<file path="config.mk">
export PLATFORM = sky130hd
export DESIGN_NAME = state_pio_bank
export DESIGN_NICKNAME = d
export VERILOG_FILES = /design/src/rtl/state_pio_pkg.sv /design/src/rtl/state_pio_edge.sv /design/src/rtl/state_pio_bank.sv
export SDC_FILE = /design/constraint.sdc
export NUM_CORES = 1
export LEC_CHECK = 0
export CORE_UTILIZATION = 25
export CTS_CLUSTER_DIAMETER = 120
export DETAILED_ROUTE_END_ITERATION = 8
export DONT_BUFFER_PORTS = 1
export GPL_ROUTABILITY_DRIVEN = 0
export HOLD_SLACK_MARGIN = 0.02
export PLACE_DENSITY = 0.35
export SLEW_MARGIN = 0
export SYNTH_ARGS = -nofsm -noshare
export SYNTH_HDL_FRONTEND = slang
export SYNTH_SLANG_ARGS = --single-unit
</file>
<file path="constraint.sdc">
create_clock -name clk_50_clk -period 25.2 [get_ports clk_50_clk]
set_input_delay 2.52 -clock clk_50_clk [delete_from_list [all_inputs] [get_ports clk_50_clk]]
set_output_delay 2.52 -clock clk_50_clk [all_outputs]
set_load 0.1 [all_outputs]
</file>
<file path="src/rtl/state_pio_pkg.sv">
`default_nettype none
// ============================================================================
// Module      : state_pio_pkg
// Description : Shared constants for the state_pio_bank register slice:
//               Avalon word addresses, CTRL/STATUS bit positions, the
//               dropped-frame counter ceiling and a STATUS word packer.
// Ports       : none (package)
// Revision    : 1.0  initial release
// ============================================================================
package state_pio_pkg;

   // Avalon word-address width
   localparam int ADDR_W = 6;

   // Register map (word addresses)
   localparam logic [ADDR_W-1:0] ADDR_CTRL      = 6'h00;
   localparam logic [ADDR_W-1:0] ADDR_STATUS    = 6'h01;
   localparam logic [ADDR_W-1:0] ADDR_FRAME_CNT = 6'h02;
   localparam logic [ADDR_W-1:0] ADDR_OUT_BASE  = 6'h04;
   localparam logic [ADDR_W-1:0] ADDR_CH_BASE   = 6'h10;

   // CTRL bit positions
   localparam int CTRL_FREEZE_BIT = 0;
   localparam int CTRL_IRQ_EN_BIT = 1;

   // STATUS bit positions
   localparam int STATUS_NEW_FRAME_BIT = 0;   // sticky, write-1-to-clear
   localparam int STATUS_DROP_LSB      = 8;   // DROP_CNT occupies [15:8]
   localparam int STATUS_DROP_CLR_BIT  = 8;   // writing 1 here zeroes DROP_CNT

   // Dropped-frame counter saturates here
   localparam logic [7:0] DROP_CNT_MAX = 8'd255;

   // Assemble the 32-bit STATUS read word
   function automatic logic [31:0] status_word(input logic       new_frame,
                                               input logic [7:0] drop_cnt);
      logic [31:0] w;
      w = '0;
      w[STATUS_NEW_FRAME_BIT]    = new_frame;
      w[STATUS_DROP_LSB +: 8]    = drop_cnt;
      return w;
   endfunction

endpackage : state_pio_pkg
`default_nettype wire

</file>
<file path="src/rtl/state_pio_edge.sv">
`default_nettype none
// ============================================================================
// Module      : state_pio_edge
// Description : Registered rising-edge detector for the frame strobe.
//               The strobe is sampled once, compared with its previous
//               sample, and the result is registered into a one-cycle
//               pulse. Both sample registers reset to 1 so a strobe that
//               is already high when reset releases produces no event.
// Ports       : clk         in   system clock
//               rst_n       in   synchronous active-low reset
//               i_strobe    in   level strobe (e.g. vsync)
//               o_frame_evt out  one-cycle pulse, the cycle after the first
//                                high sample that follows a low sample
// Revision    : 1.0  initial release
// ============================================================================
module state_pio_edge (
   input  logic clk,
   input  logic rst_n,
   input  logic i_strobe,
   output logic o_frame_evt
);

   logic r_sample;     // current strobe sample
   logic r_sample_d;   // previous strobe sample
   logic r_evt;

   always_ff @(posedge clk) begin
      if (!rst_n) begin
         r_sample   <= 1'b1;
         r_sample_d <= 1'b1;
         r_evt      <= 1'b0;
      end else begin
         r_sample   <= i_strobe;
         r_sample_d <= r_sample;
         r_evt      <= r_sample & ~r_sample_d;
      end
   end

   assign o_frame_evt = r_evt;

endmodule : state_pio_edge
`default_nettype wire

</file>
<file path="src/rtl/state_pio_bank.sv">
`default_nettype none
// ============================================================================
// Module      : state_pio_bank
// Description : Coherent-snapshot register bank on an Avalon-MM slave.
//               All N_CH input channels are captured into a shadow bank in
//               the same cycle on each frame event, so software always reads
//               a self-consistent set. Also holds N_OUT software-written
//               output registers, a free-running frame counter, a saturating
//               dropped-frame counter (frames seen while frozen) and a sticky
//               NEW_FRAME flag.
//               Optional feature macro: STATE_PIO_IRQ_EN
//                 defined   -> CTRL.IRQ_EN stored, irq = NEW_FRAME & IRQ_EN
//                 undefined -> CTRL bit1 reads 0, irq tied low
// Ports       : clk_50_clk         in   50 MHz system clock
//               reset_50_reset_n   in   synchronous active-low reset
//               avs_address        in   6-bit word address
//               avs_read/avs_write in   bus strobes
//               avs_writedata      in   32-bit write data
//               avs_readdata       out  32-bit read data (latency 1)
//               avs_readdatavalid  out  pulses the cycle after avs_read
//               ch_in              in   N_CH x DATA_W snapshot inputs
//               frame_strobe       in   level frame strobe
//               out_data           out  N_OUT x OUT_W output registers
//               irq                out  level interrupt
// Revision    : 1.0  initial release
// ============================================================================
module state_pio_bank
   import state_pio_pkg::*;
#(
   parameter int N_CH   = 8,
   parameter int DATA_W = 32,
   parameter int N_OUT  = 2,
   parameter int OUT_W  = 16
) (
   input  logic                    clk_50_clk,
   input  logic                    reset_50_reset_n,
   input  logic [ADDR_W-1:0]       avs_address,
   input  logic                    avs_read,
   input  logic                    avs_write,
   input  logic [31:0]             avs_writedata,
   output logic [31:0]             avs_readdata,
   output logic                    avs_readdatavalid,
   input  logic [N_CH*DATA_W-1:0]  ch_in,
   input  logic                    frame_strobe,
   output logic [N_OUT*OUT_W-1:0]  out_data,
   output logic                    irq
);

   // ------------------------------------------------------------------
   // State
   // ------------------------------------------------------------------
   logic              r_freeze;
`ifdef STATE_PIO_IRQ_EN
   logic              r_irq_en;
`endif
   logic              r_new_frame;
   logic [7:0]        r_drop_cnt;
   logic [31:0]       r_frame_cnt;
   logic [DATA_W-1:0] r_shadow [N_CH];
   logic [OUT_W-1:0]  r_out    [N_OUT];
   logic [31:0]       r_readdata;
   logic              r_readdatavalid;

   logic              w_frame_evt;
   logic              w_wr_ctrl;
   logic              w_wr_status;
   logic              w_new_frame_clr;
   logic              w_drop_clr;
   logic              w_snap;
   logic [31:0]       w_rdata;
   logic              w_unused_wdata;

   // Only a handful of write-data bits land in storage
   assign w_unused_wdata = ^avs_writedata;

   // ------------------------------------------------------------------
   // Frame event
   // ------------------------------------------------------------------
   state_pio_edge u_edge (
      .clk         (clk_50_clk),
      .rst_n       (reset_50_reset_n),
      .i_strobe    (frame_strobe),
      .o_frame_evt (w_frame_evt)
   );

   // A frame event either snapshots (running) or is counted as dropped
   assign w_snap = w_frame_evt & ~r_freeze;

   // ------------------------------------------------------------------
   // Write decode
   // ------------------------------------------------------------------
   assign w_wr_ctrl       = avs_write && (avs_address == ADDR_CTRL);
   assign w_wr_status     = avs_write && (avs_address == ADDR_STATUS);
   assign w_new_frame_clr = w_wr_status && avs_writedata[STATUS_NEW_FRAME_BIT];
   assign w_drop_clr      = w_wr_status && avs_writedata[STATUS_DROP_CLR_BIT];

   // ------------------------------------------------------------------
   // CTRL
   // ------------------------------------------------------------------
   always_ff @(posedge clk_50_clk) begin
      if (!reset_50_reset_n) begin
         r_freeze <= 1'b0;
`ifdef STATE_PIO_IRQ_EN
         r_irq_en <= 1'b0;
`endif
      end else if (w_wr_ctrl) begin
         r_freeze <= avs_writedata[CTRL_FREEZE_BIT];
`ifdef STATE_PIO_IRQ_EN
         r_irq_en <= avs_writedata[CTRL_IRQ_EN_BIT];
`endif
      end
   end

   // ------------------------------------------------------------------
   // STATUS and FRAME_CNT
   // ------------------------------------------------------------------
   always_ff @(posedge clk_50_clk) begin
      if (!reset_50_reset_n) begin
         r_new_frame <= 1'b0;
         r_drop_cnt  <= '0;
         r_frame_cnt <= '0;
      end else begin
         // A fresh snapshot outranks a concurrent software clear so the
         // new frame is never lost
         if (w_snap)
            r_new_frame <= 1'b1;
         else if (w_new_frame_clr)
            r_new_frame <= 1'b0;

         // Software clear outranks a concurrent dropped-frame increment
         if (w_drop_clr)
            r_drop_cnt <= '0;
         else if (w_frame_evt && r_freeze && (r_drop_cnt != DROP_CNT_MAX))
            r_drop_cnt <= r_drop_cnt + 8'd1;

         if (w_frame_evt)
            r_frame_cnt <= r_frame_cnt + 32'd1;
      end
   end

   // ------------------------------------------------------------------
   // Shadow bank: every channel loads on the same edge
   // ------------------------------------------------------------------
   always_ff @(posedge clk_50_clk) begin
      if (!reset_50_reset_n) begin
         for (int i = 0; i < N_CH; i++)
            r_shadow[i] <= '0;
      end else if (w_snap) begin
         for (int i = 0; i < N_CH; i++)
            r_shadow[i] <= ch_in[i*DATA_W +: DATA_W];
      end
   end

   // ------------------------------------------------------------------
   // Output registers
   // ------------------------------------------------------------------
   always_ff @(posedge clk_50_clk) begin
      if (!reset_50_reset_n) begin
         for (int j = 0; j < N_OUT; j++)
            r_out[j] <= '0;
      end else if (avs_write) begin
         for (int j = 0; j < N_OUT; j++)
            if (avs_address == (ADDR_OUT_BASE + ADDR_W'(j)))
               r_out[j] <= avs_writedata[OUT_W-1:0];
      end
   end

   generate
      for (genvar j = 0; j < N_OUT; j++) begin : g_out_pack
         assign out_data[j*OUT_W +: OUT_W] = r_out[j];
      end
   endgenerate

   // ------------------------------------------------------------------
   // Read mux. Sampled from current register state, so a read that
   // coincides with a write or a snapshot load returns the old value.
   // ------------------------------------------------------------------
   always_comb begin
      w_rdata = '0;
      if (avs_address == ADDR_CTRL) begin
         w_rdata[CTRL_FREEZE_BIT] = r_freeze;
`ifdef STATE_PIO_IRQ_EN
         w_rdata[CTRL_IRQ_EN_BIT] = r_irq_en;
`endif
      end
      if (avs_address == ADDR_STATUS)
         w_rdata = status_word(r_new_frame, r_drop_cnt);
      if (avs_address == ADDR_FRAME_CNT)
         w_rdata = r_frame_cnt;
      for (int j = 0; j < N_OUT; j++)
         if (avs_address == (ADDR_OUT_BASE + ADDR_W'(j)))
            w_rdata[OUT_W-1:0] = r_out[j];
      for (int i = 0; i < N_CH; i++)
         if (avs_address == (ADDR_CH_BASE + ADDR_W'(i)))
            w_rdata[DATA_W-1:0] = r_shadow[i];
   end

   // Fixed one-cycle read latency; reset drops any pending valid
   always_ff @(posedge clk_50_clk) begin
      if (!reset_50_reset_n) begin
         r_readdata      <= '0;
         r_readdatavalid <= 1'b0;
      end else begin
         r_readdatavalid <= avs_read;
         if (avs_read)
            r_readdata <= w_rdata;
      end
   end

   assign avs_readdata      = r_readdata;
   assign avs_readdatavalid = r_readdatavalid;

   // ------------------------------------------------------------------
   // Interrupt
   // ------------------------------------------------------------------
`ifdef STATE_PIO_IRQ_EN
   assign irq = r_new_frame & r_irq_en;
`else
   assign irq = 1'b0;
`endif

endmodule : state_pio_bank
`default_nettype wire

</file>
==> results.sh, run 1 <==
export IMPL_drive_gt1_frac=0.0906
export IMPL_skew_ns=0.0244
export IMPL_cts_tree="built"
export IMPL_ys_ff_latch=366
export IMPL_cap_viol_max_count=0
export IMPL_fin_nets=1633
export IMPL_cts_setup_buffers=0
export IMPL_dpl_cell_area_um2=17400
export IMPL_ios=365
export IMPL_cts_resized=0
export IMPL_hold_class="register to register"
export IMPL_grt_pass1_vias=11100
export IMPL_hold_viol=0
export IMPL_drt_wirelength_per_cell_um=27.0
export IMPL_synth_distinct_cells=74
export IMPL_rsz0062_at_grt="false"
export IMPL_routed_via_density=4.77
export IMPL_die_area_um2=67300
export IMPL_std_cell_rows=94
export IMPL_portBuffers=0
export IMPL_postCtsHoldBufs=0
export IMPL_crit_path_start_kind="primary input"
export IMPL_worst_slack_ns=20.43
export IMPL_area_delta_synth_final_pct=14.3
export IMPL_dp_worst_setup_slack_ns=19.87
export IMPL_status="finished, final reports clean"
export IMPL_drtIter0Drc=669
export IMPL_r2r_end="r_shadow[0][89]$_SDFFCE_PN0P_"
export IMPL_synthCells=1361
export IMPL_num_vias=10700
export IMPL_start_util=0.253
export IMPL_clockBufferDepth=3
export IMPL_worst_slew_pin_slew_ns=1.15
export IMPL_worstSetupEndpointType="register"
export IMPL_reg2reg_slack_ns=22.08
export IMPL_finalSetupViolations=0
export IMPL_fin_area_um2=18900
export IMPL_clk_pin_slew_ns=0.06
export IMPL_fin_crit_sh=0.189
export IMPL_grt_overflow_total=0
export IMPL_tns_ns=0
export IMPL_yosysWarnings=0
export IMPL_clkLatencyLatePin_ns=0.58
export IMPL_cts_buffers_inserted=46
export IMPL_fmax_mhz=210
export IMPL_power_mw=1.46
export IMPL_power_density_nw_per_um2=76.9
export IMPL_die_height_um=259
export IMPL_r2r_start="u_edge.o_frame_evt$_SDFF_PN0_"
export IMPL_dp_hpwl_mm=41.4
export IMPL_period_needed_ns=4.77
export IMPL_final_cells=2243
export IMPL_crit_arrival_ns=5.23
export IMPL_hold_path_depth=1
export IMPL_root_buffer="clkbuf_16"
export IMPL_grt_max_degree=125
export IMPL_finalMaxSlewViolations=0
export IMPL_drtPass1Iterations=5
export IMPL_synth_most_common_cell="and2_1"
export IMPL_wl_mm=60.5
export IMPL_die_w_um=259
export IMPL_dp_cells=2148
export IMPL_ir_drop_v=0.0000410
export IMPL_yosysSeqAreaShare=0.616
export IMPL_clock_sinks=366
export IMPL_critPathRequiredTime_ns=25.66
export IMPL_power_leakage_nw=6.67
export IMPL_track_usage=0.176
export IMPL_rr_worst_depth=4
export IMPL_worstHoldEndpoint="u_edge.o_frame_evt$_SDFF_PN0_"
export IMPL_netlist_area_leader_share=0.522
export IMPL_grt_pass1_wl_mm=83.9
export IMPL_synth_flop_cell="edfxtp_1"
export IMPL_relSlewSlack=0.233
export IMPL_drc=0
export IMPL_netlist_top_cells_area="edfxtp_1 (52%), and2_1 (11%), dfxtp_1 (9.4%)"
export IMPL_criticalPathCategory="primary input to register"
export IMPL_worst_path_max_fanout=124
export IMPL_antenna_left=0
export IMPL_syn_num_nets=1662
export IMPL_synth_edf_count=288
export IMPL_async_reset_ff_frac=0
export IMPL_synth_common_cells="and2_1 (300), edfxtp_1 (288), dfxtp_1 (78)"
export IMPL_synth_largest_area_cell="edfxtp_1"
export IMPL_synth_area_um2=16600
export IMPL_cts_max_level=2
export IMPL_antenna_found_initial=20
export IMPL_min_from="u_edge.r_sample_d$_SDFF_PN1_"
export IMPL_coreArea_um2=65600
export IMPL_syn_area_per_cell_um2=12.2
[registers in the layout, indices dropped and copies added, names as in the netlist, 8 cells and up]
| name | count |
|---|---|
| r_shadow | 256 |
| avs_readdata | 32 |
| r_frame_cnt | 32 |
| r_out | 32 |
| r_drop_cnt | 8 |
[cells in the final DEF (no fill, tap or decap), types with 9 or more instances in the layout]
master / count
a211oi_1: 12
a21o_1: 11
a21oi_1: 48
a221oi_1: 13
a222oi_1: 11
a22oi_1: 25
and2_1: 300
and3_1: 16
buf_4: 18
clkbuf_16: 47
clkinv_1: 9
clkinv_2: 9
dfxtp_1: 78
diode_2: 10
edfxtp_1: 288
inv_1: 9
mux2_2: 13
mux2i_1: 34
nand2_1: 52
nand2b_1: 12
nand3_1: 26
nand4_1: 15
nor2_1: 60
nor2b_1: 12
nor3_1: 14
o21ai_0: 41
o221ai_1: 15
o22ai_1: 11
o2bb2ai_1: 10
xnor2_1: 24
[layer usage]
| layer | share of wire | track usage | vias to the layer above |
|---|---|---|---|
| li1 | - | - | 4976 |
| met1 | 0.41 | 0.217 | 5280 |
| met2 | 0.48 | 0.291 | 331 |
| met3 | 0.072 | 0.0503 | 104 |
| met4 | 0.036 | 0.0693 | 10 |
| met5 | 0.00099 | 0 | - |
[worst max-delay path, stage by stage]
cell	delay, ns
nand2_1	0.47
clkinv_1	0.81
nand2_1	0.81
nor4_1	0.23
a221o_1	0.30
[report_power, final]
| group | switching (mW) | leakage, nW | internal [mW] |
|---|---|---|---|
| combinational | 0.0375 | 2.36 | 0.0183 |
| clock | 0.268 | 0.748 | 0.411 |
| sequential | 0.0428 | 3.56 | 0.679 |
[final cells by class]
class | instances | area, um^2
fill | 6794 | 46700
sequential | 366 | 10200
multi-input combinational | 890 | 5920
clock buffer | 58 | 1250
tap | 864 | 1080
clock inverter | 27 | 287
timing repair buffer | 18 | 135
inverter | 10 | 37.5
antenna | 10 | 25.0
[metrics by stage]
step / util / hold slack, ns
global route: 0.288 / 0.461
finish: 0.289 / 0.424
CTS: 0.288 / 0.444
global placement: 0.265 / 0.426
detailed placement: 0.265 / 0.422
floorplan: - / 0.367
[worst max path at each step]
stage                                              from                             to
after global routing                   reset_50_reset_n  avs_readdata[27]$_SDFFE_PN0P_
after detailed placement               reset_50_reset_n  avs_readdata[27]$_SDFFE_PN0P_
after global placement                 reset_50_reset_n  avs_readdata[27]$_SDFFE_PN0P_
after CTS                              reset_50_reset_n  avs_readdata[27]$_SDFFE_PN0P_
final                                  reset_50_reset_n  avs_readdata[27]$_SDFFE_PN0P_
after floorplan           u_edge.o_frame_evt$_SDFF_PN0_   r_shadow[0][0]$_SDFFCE_PN0P_
[cells by family (layout without fill, tap and decap cells)]
kind of cell / Yosys count / after routing / share of synthesized area
simple gates: 546 / 546 / 0.193
flops: 366 / 366 / 0.616
compound gates: 261 / 261 / 0.112
buf+inv: 105 / 113 / 0.0290
mux: 48 / 48 / 0.0307
xor+xnor: 32 / 32 / 0.0169
fa+ha+maj: 2 / 2 / 0.00151
other cells: 1 / 11 / 0.000226
Power figures use the tool's default switching activity.
==> run 2: changes to the inputs <==
==> constraint.sdc (replaced) <==
create_clock -name clk_50_clk -period 4.91 [get_ports clk_50_clk]
set_input_delay 0.491 -clock clk_50_clk [delete_from_list [all_inputs] [get_ports clk_50_clk]]
set_output_delay 0.491 -clock clk_50_clk [all_outputs]
set_load 0.1 [all_outputs]
==> run 2 against run 1 <==
Wire length hardly changed. Hold slack worse by 0.34 ns. Register-to-register slack worse by 20 ns. Highest routed layer unchanged. Clock skew is 0.0063 ns lower. Setup slack worse by 18 ns.
==> results.sh, run 2 (same netlist as run 1, synthesis figures left out) <==
export IMPL_crit_arrival_ns=2.97
export IMPL_drtPass1Iterations=5
export IMPL_utilization=0.289
export IMPL_layout_commonest_cell="and2_1"
export IMPL_clockBufferDepth=3
export IMPL_antenna_found_initial=15
export IMPL_path_cells="or4b_1, nor2_8, a2111oi_0, o22ai_1, a21o_1"
export IMPL_clock_sinks=366
export IMPL_status="finished, final reports clean"
export IMPL_regMostFlops="r_shadow"
export IMPL_ir_drop_v=0.000201
export IMPL_period_needed_ns=2.45
export IMPL_die_w_um=259
export IMPL_rr_worst_depth=3
export IMPL_root_buffer="clkbuf_16"
export IMPL_cap_viol_max_count=0
export IMPL_routed_via_density=4.79
export IMPL_finalSetupViolations=0
export IMPL_min_from="reset_50_reset_n"
export IMPL_postCtsHoldBufs=4
export IMPL_worst_slew_pin_slew_ns=1.22
export IMPL_worstSetupEndpointType="register"
export IMPL_hold_path_depth=1
export IMPL_largest_register_ffs=256
export IMPL_fin_area_um2=19000
export IMPL_drt_wirelength_per_cell_um=27.0
export IMPL_coreArea_um2=65600
export IMPL_most_common_layout_cells="and2_1 (300), edfxtp_1 (288), dfxtp_1 (77)"
export IMPL_worstHoldEndpoint="r_frame_cnt[5]$_SDFFE_PN0P_"
export IMPL_track_usage=0.175
export IMPL_criticalPathCategory="primary input to register"
export IMPL_diodes=0
export IMPL_grt_max_degree=144
export IMPL_crit_path_max_incr_delay_ns=0.94
export IMPL_cts_max_level=2
export IMPL_cts_setup_buffers=0
export IMPL_critPathRequiredTime_ns=5.43
export IMPL_std_cell_rows=94
export IMPL_hold_class="primary input to register"
export IMPL_crit_path_start_kind="primary input"
export IMPL_skew_ns=0.0181
export IMPL_die_height_um=259
export IMPL_relSlewSlack=0.181
export IMPL_fmax_mhz=409
export IMPL_wl_mm=60.5
export IMPL_drc=0
export IMPL_die_area_um2=67300
export IMPL_r2r_start="r_out[0][13]$_DFFE_PP_"
export IMPL_finalMaxSlewViolations=0
export IMPL_cts_tree="built"
export IMPL_dp_worst_setup_slack_ns=1.85
export IMPL_cts_resized=0
export IMPL_worst_slack_ns=2.46
export IMPL_reg2reg_slack_ns=2.57
export IMPL_r2r_end="avs_readdata[13]$_SDFFE_PN0P_"
export IMPL_antenna_left=0
export IMPL_clk_pin_slew_ns=0.06
export IMPL_crit_slowest_cell="or4b_1"
export IMPL_start_util=0.253
export IMPL_grt_overflow_total=0
export IMPL_portBuffers=0
export IMPL_hold_viol=0
export IMPL_num_vias=10700
export IMPL_area_delta_synth_final_pct=14.6
export IMPL_grt_pass1_wl_mm=83.8
export IMPL_cts_buffers_inserted=47
export IMPL_fin_nets=1639
export IMPL_drtIter0Drc=739
export IMPL_rsz0062_at_grt="false"
export IMPL_grt_pass1_vias=11000
export IMPL_dpl_cell_area_um2=17400
export IMPL_fin_crit_sh=0.498
export IMPL_clkLatencyLatePin_ns=0.58
export IMPL_power_leakage_nw=6.71
export IMPL_ios=365
export IMPL_power_density_nw_per_um2=394
export IMPL_drive_gt1_frac=0.0952
export IMPL_dp_hpwl_mm=40.8
export IMPL_worst_path_max_fanout=19
run 2: cell types whose count changed in the layout (fill, tap and decap cells not counted), sizes merged:
cell and delta:
diode -10, buf +1, bufinv -3, clkbuf +5
dlygate4sd3 +4
run 2: per-layer routing:
| layer | track usage | wire length, um | vias to the layer above |
|---|---|---|---|
| met5 | 0 | 68 | - |
| met4 | 0.0443 | 1380 | 10 |
| met3 | 0.0419 | 3400 | 89 |
| met2 | 0.304 | 30400 | 326 |
| met1 | 0.216 | 25200 | 5333 |
| li1 | - | - | 4971 |
run 2: how the worst max path moves through the flow:
| stage | startpoint | end | cells past startpoint |
|---|---|---|---|
| after floorplan | u_edge.o_frame_evt$_SDFF_PN0_ | r_shadow[0][0]$_SDFFCE_PN0P_ | 3 |
| after global placement | avs_address[5] | avs_readdata[8]$_SDFFE_PN0P_ | 5 |
| after detailed placement | avs_address[5] | avs_readdata[8]$_SDFFE_PN0P_ | 5 |
| after CTS | avs_address[5] | avs_readdata[8]$_SDFFE_PN0P_ | 5 |
| after global routing | avs_address[1] | avs_readdata[2]$_SDFFE_PN0P_ | 5 |
| final | avs_address[5] | avs_readdata[8]$_SDFFE_PN0P_ | 5 |
run 2: metrics by stage:
stage | hold WS [ns] | TNS, ns | std cells | power [mW]
6_report | 0.0835 | 0 | 2240 | 7.48
5_1_grt | 0.0449 | 0 | 2240 | 7.73
4_1_cts | 0.0222 | 0 | 2240 | 7.60
3_5_place_dp | 0.368 | 0 | 2149 | 4.07
3_3_place_gp | 0.374 | 0 | 2149 | 4.07
2_1_floorplan | 0.360 | -29.82 | 1361 | 3.98
run 2: cell type report:
| type | instances | area [um^2] |
|---|---|---|
| Multi-Input combinational cell | 890 | 5920 |
| Sequential cell | 366 | 10200 |
| Timing Repair Buffer | 23 | 208 |
| Fill cell | 6793 | 46600 |
| Clock inverter | 24 | 199 |
| Tap cell | 864 | 1080 |
| Inverter | 10 | 40.0 |
| Clock buffer | 63 | 1340 |
run 2: worst max-delay path, delay by kind of cell:
family	cells	cell delay, ns
AO/OA/AOI/OAI	3	0.96
AND/OR/NAND/NOR	2	1.50
run 2: where the power goes:
part           internal [mW]  switching, mW
Sequential              3.49          0.223
Combinational         0.0985          0.193
Clock                   2.07           1.41
==> run 3: changes to the inputs <==
==> constraint.sdc (replaced) <==
create_clock -name clk_50_clk -period 2.4 [get_ports clk_50_clk]
set_input_delay 0.24 -clock clk_50_clk [delete_from_list [all_inputs] [get_ports clk_50_clk]]
set_output_delay 0.24 -clock clk_50_clk [all_outputs]
set_load 0.1 [all_outputs]
==> run 3 against run 2 <==
Wire length grew 3.4%. Non-clock buffer count grew 375. First-iteration DRC count grew 0.14%. Total power grew 110%. Register-to-register slack lost 2.2 ns. Global-route usage grew 0.67 points. Utilization grew 5.5 points. Clock skew shrank 0.0059 ns. Critical endpoint is now r_frame_cnt[31]$_SDFFE_PN0P_. Largest power group unchanged. Highest routed layer unchanged.
==> results.sh, run 3 (same netlist as run 1, synthesis figures left out) <==
export IMPL_antenna_found_initial=2
export IMPL_clock_sinks=366
export IMPL_fin_nets=2014
export IMPL_wl_mm=62.5
export IMPL_root_buffer="clkbuf_16"
export IMPL_std_cell_rows=94
export IMPL_start_util=0.253
export IMPL_r2r_start="r_frame_cnt[10]$_SDFFE_PN0P_"
export IMPL_internal_power_mw=11.8
export IMPL_crit_slowest_cell="or4_4"
export IMPL_ir_drop_v=0.000410
export IMPL_cp_num_buf_inv=0
export IMPL_worstSetupEndpointType="register"
export IMPL_crit_path_start_kind="register"
export IMPL_rsz0062_at_grt="false"
export IMPL_grt_pass1_wl_mm=88.2
export IMPL_cp_startpoint="r_frame_cnt[10]$_SDFFE_PN0P_"
export IMPL_p_clk_frac=0.444
export IMPL_combinationalPowerShare=0.093
export IMPL_worst_slew_pin_slew_ns=1.08
export IMPL_finalMaxSlewViolations=0
export IMPL_cts_setup_buffers=0
export IMPL_hold_viol=0
export IMPL_worst_path_max_fanout=7
export IMPL_utilization=0.345
export IMPL_wl_met2_mm=31.1
export IMPL_cts_max_level=2
export IMPL_skew_ns=0.0122
export IMPL_fin_crit_sh=0.840
export IMPL_clockBufferDepth=3
export IMPL_period_needed_ns=2.02
export IMPL_path_cells="nand4_2, or4_4, nor2_1, nand3_1, mux2i_1"
export IMPL_die_area_um2=67300
export IMPL_cap_viol_max_count=0
export IMPL_clkLatencyLatePin_ns=0.58
export IMPL_hold_class="primary input to register"
export IMPL_crit_path_max_incr_delay_ns=0.61
export IMPL_critPathRequiredTime_ns=2.86
export IMPL_finalSetupViolations=0
export IMPL_grt_pass1_vias=12600
export IMPL_cts_tree="built"
export IMPL_cts_buffers_inserted=47
export IMPL_power_leakage_nw=8.38
export IMPL_pwr_share_seq=0.463
export IMPL_criticalPathCategory="register to register"
export IMPL_wl_met3_mm=3.54
export IMPL_layout_commonest_cell="and2_1"
export IMPL_largest_register_ffs=256
export IMPL_relSlewSlack=0.278
export IMPL_dp_hpwl_mm=42.5
export IMPL_drive_gt1_frac=0.127
export IMPL_wl_met1_mm=26.1
export IMPL_area_delta_synth_final_pct=36.4
export IMPL_drtPass1Iterations=5
export IMPL_crit_arrival_ns=2.48
export IMPL_swShare=0.244
export IMPL_power_density_nw_per_um2=693
export IMPL_die_height_um=259
export IMPL_ios=365
export IMPL_drc=0
export IMPL_most_common_layout_cells="and2_1 (300), edfxtp_1 (288), dlygate4sd3_1 (280)"
export IMPL_routed_via_density=4.63
export IMPL_clk_pin_slew_ns=0.06
export IMPL_portBuffers=0
export IMPL_coreArea_um2=65600
export IMPL_min_from="reset_50_reset_n"
export IMPL_fmax_mhz=496
export IMPL_drtIter0Drc=740
export IMPL_grt_overflow_total=0
export IMPL_highest_layer="met5"
export IMPL_antenna_left=0
export IMPL_power_switching_mw=3.83
export IMPL_status="finished, final reports clean"
export IMPL_cts_resized=0
export IMPL_power_mw=15.7
export IMPL_grt_max_degree=118
export IMPL_drt_wirelength_per_cell_um=23.9
export IMPL_num_vias=12100
export IMPL_regMostFlops="r_shadow"
export IMPL_die_w_um=259
export IMPL_n_fill_cell=6636
export IMPL_path_delay_family="simple AND/OR/NAND/NOR gates"
export IMPL_track_usage=0.182
## run 3: power by group through the flow
stage	registers, mW	logic (mW)	clock network, mW
5_1_grt	7.28	1.55	7.41
6_report	7.25	1.46	6.96
4_1_cts	7.26	1.49	7.17
3_3_place_gp	7.39	1.05	0
3_5_place_dp	7.39	1.05	0
2_1_floorplan	7.69	0.462	0
## run 3: per-layer routing
layer	GRT usage	vias to the layer above
li1	-	5731
met1	0.224	5959
met2	0.314	324
met3	0.0417	94
met4	0.0562	2
met5	0	-
## run 3: metrics by stage
stage / worst slack [ns] / hold WS (ns) / instances / setup TNS, ns / instance area (um^2)
global route: 0.219 / 0.0346 / 2614 / 0 / 22600
finish: 0.383 / 0.0497 / 2616 / 0 / 22600
global placement: 0.159 / 0.344 / 2247 / 0 / 18300
detailed placement: 0.152 / 0.345 / 2247 / 0 / 18300
floorplan: -2.63 / 0.341 / 1361 / -672.38 / 16600
CTS: 0.365 / 0.0234 / 2613 / 0 / 22600
## run 3: worst paths after layout
check | end | slack, ns | cells past startpoint
min reg2reg | u_edge.o_frame_evt$_SDFF_PN0_ | 0.38 | 1
max | r_frame_cnt[31]$_SDFFE_PN0P_ | 0.38 | 5
min | r_out[0][13]$_DFFE_PP_ | 0.05 | 2
max reg2reg | r_frame_cnt[31]$_SDFFE_PN0P_ | 0.38 | 5
## run 3: timing repair
action,4_1_cts,5_1_grt
endpoints found under the setup margin,0,0
hold buffers,281,0
hold endpoints to repair,343,0
## run 3: area by class of cell
| class | count | area [um^2] | share of cell area |
|---|---|---|---|
| antenna | 3 | 7.51 | 0.000332 |
| clock inverter | 23 | 188 | 0.00830 |
| sequential | 366 | 10200 | 0.452 |
| clock buffer | 62 | 1310 | 0.0577 |
| tap | 864 | 1080 | 0.0478 |
| inverter | 10 | 40.0 | 0.00177 |
| multi-input combinational | 890 | 5920 | 0.262 |
| timing repair buffer | 398 | 3860 | 0.171 |
